$ cat config.mk
export PLATFORM = sky130hd
export DESIGN_NAME = sdram_arbit_flat
export DESIGN_NICKNAME = d
export VERILOG_FILES = /design/src/rtl/sdram_pkg.sv /design/src/rtl/sdram_arbit_if.sv /design/src/rtl/sdram_arbit.sv /design/src/flat_wrapper.sv
export SDC_FILE = /design/constraint.sdc
export NUM_CORES = 1
export LEC_CHECK = 0
export ABC_AREA = 1
export BUFFER_PORTS_ARGS = -buffer_cell sky130_fd_sc_hd__buf_2
export CORE_MARGIN = 5
export CORE_UTILIZATION = 30
export CTS_BUF_LIST = sky130_fd_sc_hd__clkbuf_16
export CTS_CLUSTER_DIAMETER = 100
export DETAILED_ROUTE_END_ITERATION = 8
export PLACE_DENSITY_LB_ADDON = 0.2
export SLEW_MARGIN = 20
export SYNTH_ARGS = -nofsm -noshare
export SYNTH_HDL_FRONTEND = slang
export SYNTH_SLANG_ARGS = --single-unit
$ cat constraint.sdc
create_clock -name sclk -period 1.16 [get_ports sclk]
set_input_delay 0 -clock sclk [delete_from_list [all_inputs] [get_ports sclk]]
set_output_delay 0 -clock sclk [all_outputs]
set_load 0.01 [all_outputs]
$ cat src/rtl/sdram_pkg.sv
// -----------------------------------------------------------------------------
// sdram_pkg
// Shared SDRAM command encodings and the arbiter state encoding.
// Commands are {cs_n, ras_n, cas_n, we_n}.
// -----------------------------------------------------------------------------
package sdram_pkg;

    localparam logic [3:0] CMD_NOP  = 4'b0111;
    localparam logic [3:0] CMD_AREF = 4'b0001;
    localparam logic [3:0] CMD_PRE  = 4'b0010;
    localparam logic [3:0] CMD_WR   = 4'b0100;
    localparam logic [3:0] CMD_RD   = 4'b0101;
    localparam logic [3:0] CMD_ACT  = 4'b0011;
    localparam logic [3:0] CMD_MRS  = 4'b0000;

    typedef enum logic [2:0] {
        IDLE  = 3'd0,
        ARBIT = 3'd1,
        AREF  = 3'd2,
        WRITE = 3'd3,
        READ  = 3'd4
    } arb_state_e;

endpackage

$ cat src/rtl/sdram_arbit_if.sv
// -----------------------------------------------------------------------------
// sdram_arbit_if
// Bundle between the SDRAM command generators (init, auto-refresh, write,
// read) and the central arbiter, plus the SDRAM command/address pins.
//   master : the generator side -- drives requests, end flags, cmd/addr/bank,
//            observes grant pulses, pins and arb_err.
//   slave  : the arbiter -- consumes requests, drives grants, pins, arb_err.
// -----------------------------------------------------------------------------
interface sdram_arbit_if #(
    parameter int ADDR_W = 13,
    parameter int BA_W   = 2
) ();

    // init generator
    logic              flag_init_end;
    logic [3:0]        init_cmd;
    logic [ADDR_W-1:0] init_addr;
    // auto-refresh generator
    logic              ref_req;
    logic              ref_en;
    logic              flag_ref_end;
    logic [3:0]        aref_cmd;
    logic [ADDR_W-1:0] aref_addr;
    // write generator
    logic              wr_req;
    logic              wr_en;
    logic              flag_wr_end;
    logic [3:0]        wr_cmd;
    logic [ADDR_W-1:0] wr_addr;
    logic [BA_W-1:0]   wr_ba;
    // read generator
    logic              rd_req;
    logic              rd_en;
    logic              flag_rd_end;
    logic [3:0]        rd_cmd;
    logic [ADDR_W-1:0] rd_addr;
    logic [BA_W-1:0]   rd_ba;
    // SDRAM pins
    logic              sdram_cs_n;
    logic              sdram_ras_n;
    logic              sdram_cas_n;
    logic              sdram_we_n;
    logic [ADDR_W-1:0] sdram_addr;
    logic [BA_W-1:0]   sdram_ba;
    // watchdog abort
    logic              arb_err;

    modport master (
        output flag_init_end, init_cmd, init_addr,
        output ref_req, flag_ref_end, aref_cmd, aref_addr,
        output wr_req, flag_wr_end, wr_cmd, wr_addr, wr_ba,
        output rd_req, flag_rd_end, rd_cmd, rd_addr, rd_ba,
        input  ref_en, wr_en, rd_en,
        input  sdram_cs_n, sdram_ras_n, sdram_cas_n, sdram_we_n,
        input  sdram_addr, sdram_ba, arb_err
    );

    modport slave (
        input  flag_init_end, init_cmd, init_addr,
        input  ref_req, flag_ref_end, aref_cmd, aref_addr,
        input  wr_req, flag_wr_end, wr_cmd, wr_addr, wr_ba,
        input  rd_req, flag_rd_end, rd_cmd, rd_addr, rd_ba,
        output ref_en, wr_en, rd_en,
        output sdram_cs_n, sdram_ras_n, sdram_cas_n, sdram_we_n,
        output sdram_addr, sdram_ba, arb_err
    );

endinterface

$ cat src/rtl/sdram_arbit.sv
// -----------------------------------------------------------------------------
// sdram_arbit
// Central SDRAM command arbiter. Grants one command generator at a time
// (priority refresh > write > read), announces the grant with a one-cycle
// registered *_en pulse and routes that generator's cmd/addr/bank to the pins
// until its end flag. Grants are never pre-empted.
//
// Ports:
//   sclk   system clock
//   reset  asynchronous reset, active-low
//   bus    sdram_arbit_if.slave: requests, end flags, per-client cmd/addr/bank,
//          grant pulses, SDRAM command/address/bank pins, arb_err
//
// Parameters: ADDR_W (address width), BA_W (bank width), TIMEOUT (watchdog
// limit in sclk cycles, 1..256).
//
// Build option: define SDRAM_ARBIT_WDOG_EN to enable the grant watchdog. It
// aborts a grant that has lasted TIMEOUT cycles without its end flag, returns
// to ARBIT and pulses arb_err. Without it arb_err is tied low and grants are
// held indefinitely.
// -----------------------------------------------------------------------------
module sdram_arbit
    import sdram_pkg::*;
#(
    parameter int ADDR_W  = 13,
    parameter int BA_W    = 2,
    parameter int TIMEOUT = 64
) (
    input  logic          sclk,
    input  logic          reset,
    sdram_arbit_if.slave  bus
);

    arb_state_e state_q, state_d;
    logic       ref_en_q, ref_en_d;
    logic       wr_en_q,  wr_en_d;
    logic       rd_en_q,  rd_en_d;
    logic       arb_err_q, arb_err_d;
    logic       end_hit;

    // End flag belonging to the grant currently held; flags of other clients
    // are ignored.
    always_comb begin
        end_hit = 1'b0;
        case (state_q)
            AREF:    end_hit = bus.flag_ref_end;
            WRITE:   end_hit = bus.flag_wr_end;
            READ:    end_hit = bus.flag_rd_end;
            default: end_hit = 1'b0;
        endcase
    end

`ifdef SDRAM_ARBIT_WDOG_EN
    logic [7:0] cnt_q, cnt_d;
    logic       wdog_hit;

    // The counter holds k during the k-th cycle (0-based) of a grant, so the
    // abort fires after exactly TIMEOUT cycles in the grant state.
    assign wdog_hit = (cnt_q == 8'(TIMEOUT - 1));
`else
    wire unused_timeout = (TIMEOUT > 0);
`endif

    always_comb begin
        state_d   = state_q;
        ref_en_d  = 1'b0;
        wr_en_d   = 1'b0;
        rd_en_d   = 1'b0;
        arb_err_d = 1'b0;
`ifdef SDRAM_ARBIT_WDOG_EN
        cnt_d     = cnt_q;
`endif
        case (state_q)
            IDLE: begin
                if (bus.flag_init_end) state_d = ARBIT;
            end
            ARBIT: begin
`ifdef SDRAM_ARBIT_WDOG_EN
                cnt_d = 8'd0;
`endif
                if (bus.ref_req) begin
                    state_d  = AREF;
                    ref_en_d = 1'b1;
                end else if (bus.wr_req) begin
                    state_d  = WRITE;
                    wr_en_d  = 1'b1;
                end else if (bus.rd_req) begin
                    state_d  = READ;
                    rd_en_d  = 1'b1;
                end
            end
            AREF, WRITE, READ: begin
                if (end_hit) begin
                    state_d = ARBIT;
                end
`ifdef SDRAM_ARBIT_WDOG_EN
                else if (wdog_hit) begin
                    state_d   = ARBIT;
                    arb_err_d = 1'b1;
                end else begin
                    cnt_d = cnt_q + 8'd1;
                end
`endif
            end
            default: state_d = IDLE;
        endcase
    end

    always_ff @(posedge sclk or negedge reset) begin
        if (!reset) begin
            state_q   <= IDLE;
            ref_en_q  <= 1'b0;
            wr_en_q   <= 1'b0;
            rd_en_q   <= 1'b0;
            arb_err_q <= 1'b0;
`ifdef SDRAM_ARBIT_WDOG_EN
            cnt_q     <= 8'd0;
`endif
        end else begin
            state_q   <= state_d;
            ref_en_q  <= ref_en_d;
            wr_en_q   <= wr_en_d;
            rd_en_q   <= rd_en_d;
            arb_err_q <= arb_err_d;
`ifdef SDRAM_ARBIT_WDOG_EN
            cnt_q     <= cnt_d;
`endif
        end
    end

    // Pin mux follows the state register directly so a reset shows init_cmd
    // on the pins without waiting for a clock edge.
    logic [3:0]        cmd_mux;
    logic [ADDR_W-1:0] addr_mux;
    logic [BA_W-1:0]   ba_mux;

    always_comb begin
        cmd_mux  = CMD_NOP;
        addr_mux = '0;
        ba_mux   = '0;
        case (state_q)
            IDLE: begin
                cmd_mux  = bus.init_cmd;
                addr_mux = bus.init_addr;
            end
            AREF: begin
                cmd_mux  = bus.aref_cmd;
                addr_mux = bus.aref_addr;
            end
            WRITE: begin
                cmd_mux  = bus.wr_cmd;
                addr_mux = bus.wr_addr;
                ba_mux   = bus.wr_ba;
            end
            READ: begin
                cmd_mux  = bus.rd_cmd;
                addr_mux = bus.rd_addr;
                ba_mux   = bus.rd_ba;
            end
            default: begin
                cmd_mux  = CMD_NOP;
                addr_mux = '0;
                ba_mux   = '0;
            end
        endcase
    end

    assign bus.sdram_cs_n  = cmd_mux[3];
    assign bus.sdram_ras_n = cmd_mux[2];
    assign bus.sdram_cas_n = cmd_mux[1];
    assign bus.sdram_we_n  = cmd_mux[0];
    assign bus.sdram_addr  = addr_mux;
    assign bus.sdram_ba    = ba_mux;
    assign bus.ref_en      = ref_en_q;
    assign bus.wr_en       = wr_en_q;
    assign bus.rd_en       = rd_en_q;
    assign bus.arb_err     = arb_err_q;

endmodule

$ cat src/flat_wrapper.sv
// flat-port wrapper written by rule: the top's interface ports become plain ports
module sdram_arbit_flat import sdram_pkg::*;
#(
    parameter int ADDR_W  = 13,
    parameter int BA_W    = 2,
    parameter int TIMEOUT = 64
)
  (sclk, reset, bus_flag_init_end, bus_init_cmd, bus_init_addr, bus_ref_req, bus_flag_ref_end, bus_aref_cmd, bus_aref_addr, bus_wr_req, bus_flag_wr_end, bus_wr_cmd, bus_wr_addr, bus_wr_ba, bus_rd_req, bus_flag_rd_end, bus_rd_cmd, bus_rd_addr, bus_rd_ba, bus_ref_en, bus_wr_en, bus_rd_en, bus_sdram_cs_n, bus_sdram_ras_n, bus_sdram_cas_n, bus_sdram_we_n, bus_sdram_addr, bus_sdram_ba, bus_arb_err);
  sdram_arbit_if #(.ADDR_W(ADDR_W), .BA_W(BA_W)) bus_i ();
  input  logic sclk;
  input  logic reset;
  input wire logic [$bits(bus_i.flag_init_end)-1:0] bus_flag_init_end;
  input wire logic [$bits(bus_i.init_cmd)-1:0] bus_init_cmd;
  input wire logic [$bits(bus_i.init_addr)-1:0] bus_init_addr;
  input wire logic [$bits(bus_i.ref_req)-1:0] bus_ref_req;
  input wire logic [$bits(bus_i.flag_ref_end)-1:0] bus_flag_ref_end;
  input wire logic [$bits(bus_i.aref_cmd)-1:0] bus_aref_cmd;
  input wire logic [$bits(bus_i.aref_addr)-1:0] bus_aref_addr;
  input wire logic [$bits(bus_i.wr_req)-1:0] bus_wr_req;
  input wire logic [$bits(bus_i.flag_wr_end)-1:0] bus_flag_wr_end;
  input wire logic [$bits(bus_i.wr_cmd)-1:0] bus_wr_cmd;
  input wire logic [$bits(bus_i.wr_addr)-1:0] bus_wr_addr;
  input wire logic [$bits(bus_i.wr_ba)-1:0] bus_wr_ba;
  input wire logic [$bits(bus_i.rd_req)-1:0] bus_rd_req;
  input wire logic [$bits(bus_i.flag_rd_end)-1:0] bus_flag_rd_end;
  input wire logic [$bits(bus_i.rd_cmd)-1:0] bus_rd_cmd;
  input wire logic [$bits(bus_i.rd_addr)-1:0] bus_rd_addr;
  input wire logic [$bits(bus_i.rd_ba)-1:0] bus_rd_ba;
  output wire logic [$bits(bus_i.ref_en)-1:0] bus_ref_en;
  output wire logic [$bits(bus_i.wr_en)-1:0] bus_wr_en;
  output wire logic [$bits(bus_i.rd_en)-1:0] bus_rd_en;
  output wire logic [$bits(bus_i.sdram_cs_n)-1:0] bus_sdram_cs_n;
  output wire logic [$bits(bus_i.sdram_ras_n)-1:0] bus_sdram_ras_n;
  output wire logic [$bits(bus_i.sdram_cas_n)-1:0] bus_sdram_cas_n;
  output wire logic [$bits(bus_i.sdram_we_n)-1:0] bus_sdram_we_n;
  output wire logic [$bits(bus_i.sdram_addr)-1:0] bus_sdram_addr;
  output wire logic [$bits(bus_i.sdram_ba)-1:0] bus_sdram_ba;
  output wire logic [$bits(bus_i.arb_err)-1:0] bus_arb_err;
  assign bus_i.flag_init_end = bus_flag_init_end;
  assign bus_i.init_cmd = bus_init_cmd;
  assign bus_i.init_addr = bus_init_addr;
  assign bus_i.ref_req = bus_ref_req;
  assign bus_i.flag_ref_end = bus_flag_ref_end;
  assign bus_i.aref_cmd = bus_aref_cmd;
  assign bus_i.aref_addr = bus_aref_addr;
  assign bus_i.wr_req = bus_wr_req;
  assign bus_i.flag_wr_end = bus_flag_wr_end;
  assign bus_i.wr_cmd = bus_wr_cmd;
  assign bus_i.wr_addr = bus_wr_addr;
  assign bus_i.wr_ba = bus_wr_ba;
  assign bus_i.rd_req = bus_rd_req;
  assign bus_i.flag_rd_end = bus_flag_rd_end;
  assign bus_i.rd_cmd = bus_rd_cmd;
  assign bus_i.rd_addr = bus_rd_addr;
  assign bus_i.rd_ba = bus_rd_ba;
  assign bus_ref_en = bus_i.ref_en;
  assign bus_wr_en = bus_i.wr_en;
  assign bus_rd_en = bus_i.rd_en;
  assign bus_sdram_cs_n = bus_i.sdram_cs_n;
  assign bus_sdram_ras_n = bus_i.sdram_ras_n;
  assign bus_sdram_cas_n = bus_i.sdram_cas_n;
  assign bus_sdram_we_n = bus_i.sdram_we_n;
  assign bus_sdram_addr = bus_i.sdram_addr;
  assign bus_sdram_ba = bus_i.sdram_ba;
  assign bus_arb_err = bus_i.arb_err;
  sdram_arbit #(.ADDR_W(ADDR_W), .BA_W(BA_W), .TIMEOUT(TIMEOUT)) u_core (.sclk(sclk), .reset(reset), .bus(bus_i));
endmodule
## Word-level counts from Yosys, hierarchy flattened

Index checks and enable logic that the tools add are counted.

- Equal/unequal tests: 7
- Muxes and demuxes: 19
- Reductions and logical operators: 3

Operator list:

| operator | number |
|---|---|
| case mux 13 bit (4 select lines) | 1 |
| case mux 4 bit (4 select lines) | 1 |
| 2-to-1 mux 3 bit | 5 |
| 2-to-1 mux 1 bit | 9 |
| case mux 3 bit (3 select lines) | 1 |
| == test 3 x 2 -> 1 bit (second input constant) | 2 |
| inequality test 4 bit (second input constant) | 1 |
| case mux 2 bit (2 select lines) | 1 |
| == test 3 x 1 -> 1 bit (second input constant) | 1 |
| == test 3 bit (second input constant) | 1 |
| logical NOT 3 bit | 1 |
| case mux 1 bit (3 select lines) | 1 |
| AND reduction 3 bit | 1 |
| OR reduction 3 bit | 1 |
| inequality test 2 x 1 -> 1 bit (second input constant) | 1 |
| inequality test 2 bit (second input constant) | 1 |

- Output and inout bits: 23
- Logic and storage cells: 33
- Bits of input ports: 81
- Register bits: 6

## Logic depth before layout (Yosys ltp)

- Word-level depth: 4
- Depth in mapped cells: 8
- Mapped depth without buffers: 8

## Worst setup path after synthesis

Ideal clock, no wire load.

- Path type: reg2out
- From: register u_core.state_q[0]
- To: output port bus_sdram_addr[11]
- Buffers on the path: 1
- Required time: 1.160 ns
- Stages on the path, launching flop included: 7
- Data arrival time: 1.092 ns
- Path slack: 0.068 ns
- Path through: dfrtp_1 > nor2_2 > nand2_1 > inv_4 > buf_12 > nand2_1 > nand4_1

- Cells in the longest elaborated chain, start to end: 2
- Elaborated cells between the ends (all ways): 5
- Those cells by class: eq/ne: 3; mux: 1; reduce/logical: 1

Ends and longest elaborated chain:

| what | RTL line | text |
|---|---|---|
| from (decl) | sdram_arbit.sv:34 | `arb_state_e state_q, state_d;` |
| from (signal assigned) | sdram_arbit.sv:120 | `state_q <= state_d;` |
| == test 3 bit (tied with other cells) | sdram_arbit.sv:141 | `case (state_q)` |
| case mux 13 bit (4 select lines) * | sdram_arbit.sv:141 |  |
| to (decl) | flat_wrapper.sv:36 | `output wire logic [$bits(bus_i.sdram_addr)-1:0] bus_sdram_addr;` |

Every way passes the cells marked *; elsewhere a longest branch is shown, timed or not.

## Worst setup path after layout

- From: register u_core.state_q[2]
- To: output port bus_sdram_ba[0]

- Cells in the longest elaborated chain, start to end: 2
- Elaborated cells between the ends (all ways): 3
- Those cells by class: eq/ne: 2; mux: 1

Ends and longest elaborated chain:

| what | RTL line | text |
|---|---|---|
| == test 3 bit / == test 3 x 2 -> 1 bit (equally long branches) | sdram_arbit.sv:141 |  |
| case mux 2 bit (2 select lines) * | sdram_arbit.sv:141 |  |
| to (decl) | flat_wrapper.sv:37 | `output wire logic [$bits(bus_i.sdram_ba)-1:0] bus_sdram_ba;` |

Marked as above.

==> flow_metrics.py <==
metrics = {
    "placed_design": {
        "placed_area_um2": 1420,
        "io_buffers": 102,
        "dp_hpwl_um": 2900,
        "place_ws_ns": -0.0799,
        "gp_congestion": 0.815,
    },
    "layout": {
        "finalNetCount": 345,
        "drive_gt1_frac": 0.538,
        "area_growth_pct": 78.9,
        "postLayoutCellArea_um2": 1580,
        "num-fill-cells": 294,
        "final_common_cell": "buf_2",
        "diodes": 0,
        "regArea_um2": 153,
        "final_cell_mix": "buf_2 (102), nand2_1 (56), nand3_1 (24), nand4_1 (13), buf_4 (13)",
        "final_util": 0.567,
        "multiInputGateArea_um2": 611,
    },
    "die": {
        "start_util": 0.317,
        "die_area_um2": 4120,
        "pin_count": 104,
        "coreArea_um2": 2780,
        "die_y_um": 64.2,
        "num_rows": 19,
        "die_x_um": 64.2,
    },
    "timing": {
        "setup_viol": 25,
        "fmax_mhz": 711,
        "hold-worst-slack_ns": 0.0303,
        "skew_ns": 0.00148,
        "period_needed_ns": 1.41,
        "setup_ws_ns": -0.247,
        "fin_crit_sh": 1.21,
        "finalHoldViolCount": 0,
        "timing.final.max_slew_violations": 0,
        "rsz0062_at_grt": "yes",
    },
    "yosys": {
        "muxShareOfSynthArea": 0,
        "synth_top_family_by_area": "simple AND/OR/NAND/NOR gates",
        "yosys.area_share.simple": 0.616,
        "syn-num-nets": 228,
        "avgSynthCellArea_um2": 6.00,
        "synthXorXnorAreaFrac": 0,
        "synth_cells": 147,
        "synth-edff-count": 0,
        "ys.warnings.count": 0,
        "ys_types": 22,
        "synthAdderAreaFrac": 0,
        "async_flop_share": 1.00,
        "synth_compound_area_frac": 0.0596,
        "ys_seq_elements": 6,
        "synthFlopType": "dfrtp_1",
        "yosysSeqAreaShare": 0.170,
        "syn_area_um2": 882,
    },
    "power": {
        "power_switching_share": 0.455,
        "finalPower_mw": 3.34,
        "clkPwrFrac": 0.168,
        "power.leakage_nw": 0.880,
        "p_switching_mw": 1.52,
        "p_int_mw": 1.82,
        "comb_power_share": 0.734,
        "vdd_drop_max_uv": 1600,
        "power.density_nw_per_um2": 2120,
        "p_seq_frac": 0.098,
    },
    "status": {
        "violations": "setup timing",
        "status": "finished, violations left",
    },
    "global_route": {
        "grt_pass1_vias": 1281,
        "grt_usage": 0.163,
        "grt_first_pass_wirelength_um": 5620,
        "antenna_found_initial": 0,
        "gr-total-overflow": 0,
        "grt_max_degree": 20,
    },
    "worst_setup_path": {
        "worstSetupStartpointType": "flip-flop",
        "worstPathArrival_ns": 1.41,
        "cp_slowest_cell": "dfrtp_2",
        "end_kind": "primary output",
        "slowest_delay_ns": 0.44,
        "worstPathMaxFanout": 5,
        "cp.required_ns": 1.16,
        "path_cells": "nand2_2, clkinvlp_4, a22o_1, buf_2",
        "crit_type": "flip-flop to primary output",
    },
    "detailed_routing": {
        "remaining_drc_errors": 0,
        "wl_per_cell_um": 12.8,
        "totalWireLength_um": 3750,
        "first_pass_iters": 4,
        "vias_per_cell": 4.74,
        "vias": 1388,
        "first_iter_violations": 58,
        "ant_nets": 0,
    },
    "run": {
        "cap_viol_max_count": 0,
    },
    "clock_network": {
        "clk-insertion-delay-late_ns": 0.23,
        "cts.sinks": 6,
        "cts_tree": "built",
        "clk_pin_slew_ns": 0.03,
        "clk_path_buf_depth": 2,
        "cts_root_buf": "clkbuf_16",
        "htree_levels": 1,
        "cts_buffers": 3,
    },
    "worst_hold_path": {
        "hold_class": "input pin to flip-flop",
    },
}
==> metrics by stage <==
stage | setup TNS [ns] | instances
after floorplan | 0 | 147
after global placement | -0.844 | 283
after detailed placement | -0.921 | 283
after CTS | -5.19 | 291
after global routing | -7.13 | 293
final | -4.80 | 293
==> Yosys cell counts, types with 2 or more instances <==
| cell type | count | share of area |
|---|---|---|
| a21oi_1 | 3 | 0.017 |
| nand4_1 | 13 | 0.092 |
| nand4_2 | 3 | 0.043 |
| o21ai_0 | 3 | 0.017 |
| nor2_1 | 8 | 0.034 |
| inv_4 | 3 | 0.021 |
| inv_2 | 2 | 0.0085 |
| inv_1 | 6 | 0.026 |
| buf_8 | 2 | 0.034 |
| nor2_4 | 2 | 0.026 |
| a22o_1 | 2 | 0.020 |
| nand3_1 | 24 | 0.14 |
| nand2_1 | 57 | 0.24 |
| buf_6 | 2 | 0.026 |
| dfrtp_1 | 6 | 0.17 |
| nand2_2 | 5 | 0.035 |
==> layout make-up <==
cell class                 instances  share of cell area
timing repair buffer             117               0.399
multi-input combinational        123               0.387
sequential                         6              0.0967
clock buffer                       3              0.0476
inverter                          11              0.0357
tap                               31              0.0246
timing repair inverter             2             0.00952
==> routing by layer <==
metal / track usage / vias to the layer above / share of wire
li1: - / 719 / -
met1: 0.186 / 597 / 0.37
met2: 0.300 / 72 / 0.50
met3: 0.0543 / 0 / 0.13
met4: 0.0229 / 0 / 0
met5: 0 / - / 0
==> registers in the layout, summed over array words and instances, names as in the netlist <==
signal,flops
u_core.bus.rd_en,1
u_core.bus.ref_en,1
u_core.bus.wr_en,1
u_core.state_q,3
==> cells by family after synthesis <==
family | after synthesis
other | 1
AO/OA/AOI/OAI | 9
AND/OR/NAND/NOR | 113
buffers and inverters | 18
flip-flops | 6
==> critical path: cells and delay by family (launching register included) <==
kind / cells / cell delay, ns
simple gates: 1 / 0.17
flops: 1 / 0.44
compound gates: 1 / 0.24
buf+inv: 2 / 0.33
==> power groups by stage <==
stage                     combinational (mW)  sequential, mW  clock (mW)
final                                   2.45           0.328       0.560
after global placement                  2.29           0.311           0
after floorplan                         1.46           0.341           0
after detailed placement                2.30           0.315           0
after CTS                               2.40           0.327       0.566
after global routing                    2.74           0.338       0.579
==> worst paths after layout <==
path / from / endpoint / slack, ns / cells past startpoint
hold reg to reg: u_core.state_q[1] / u_core.state_q[1] / 0.64 / 3
setup reg to reg: u_core.state_q[2] / u_core.state_q[0] / -0.19 / 8
setup / recovery: u_core.state_q[2] / bus_sdram_ba[0] / -0.25 / 4
min in group asynchronous: reset / u_core.state_q[2] / 0.12 / 2
hold / removal: bus_ref_req / u_core.state_q[1] / 0.03 / 3
max in group asynchronous: reset / u_core.state_q[1] / 0.88 / 2
==> timing repair <==
item,in CTS,in global routing
hold buffers,1,0
endpoints found under the setup margin,22,25
cloned,2,0
buffers inserted,2,2
resized for setup,7,3
pin swaps,1,2
hold endpoints to repair,6,0
Note: power is estimated with default switching activity, not from simulation.
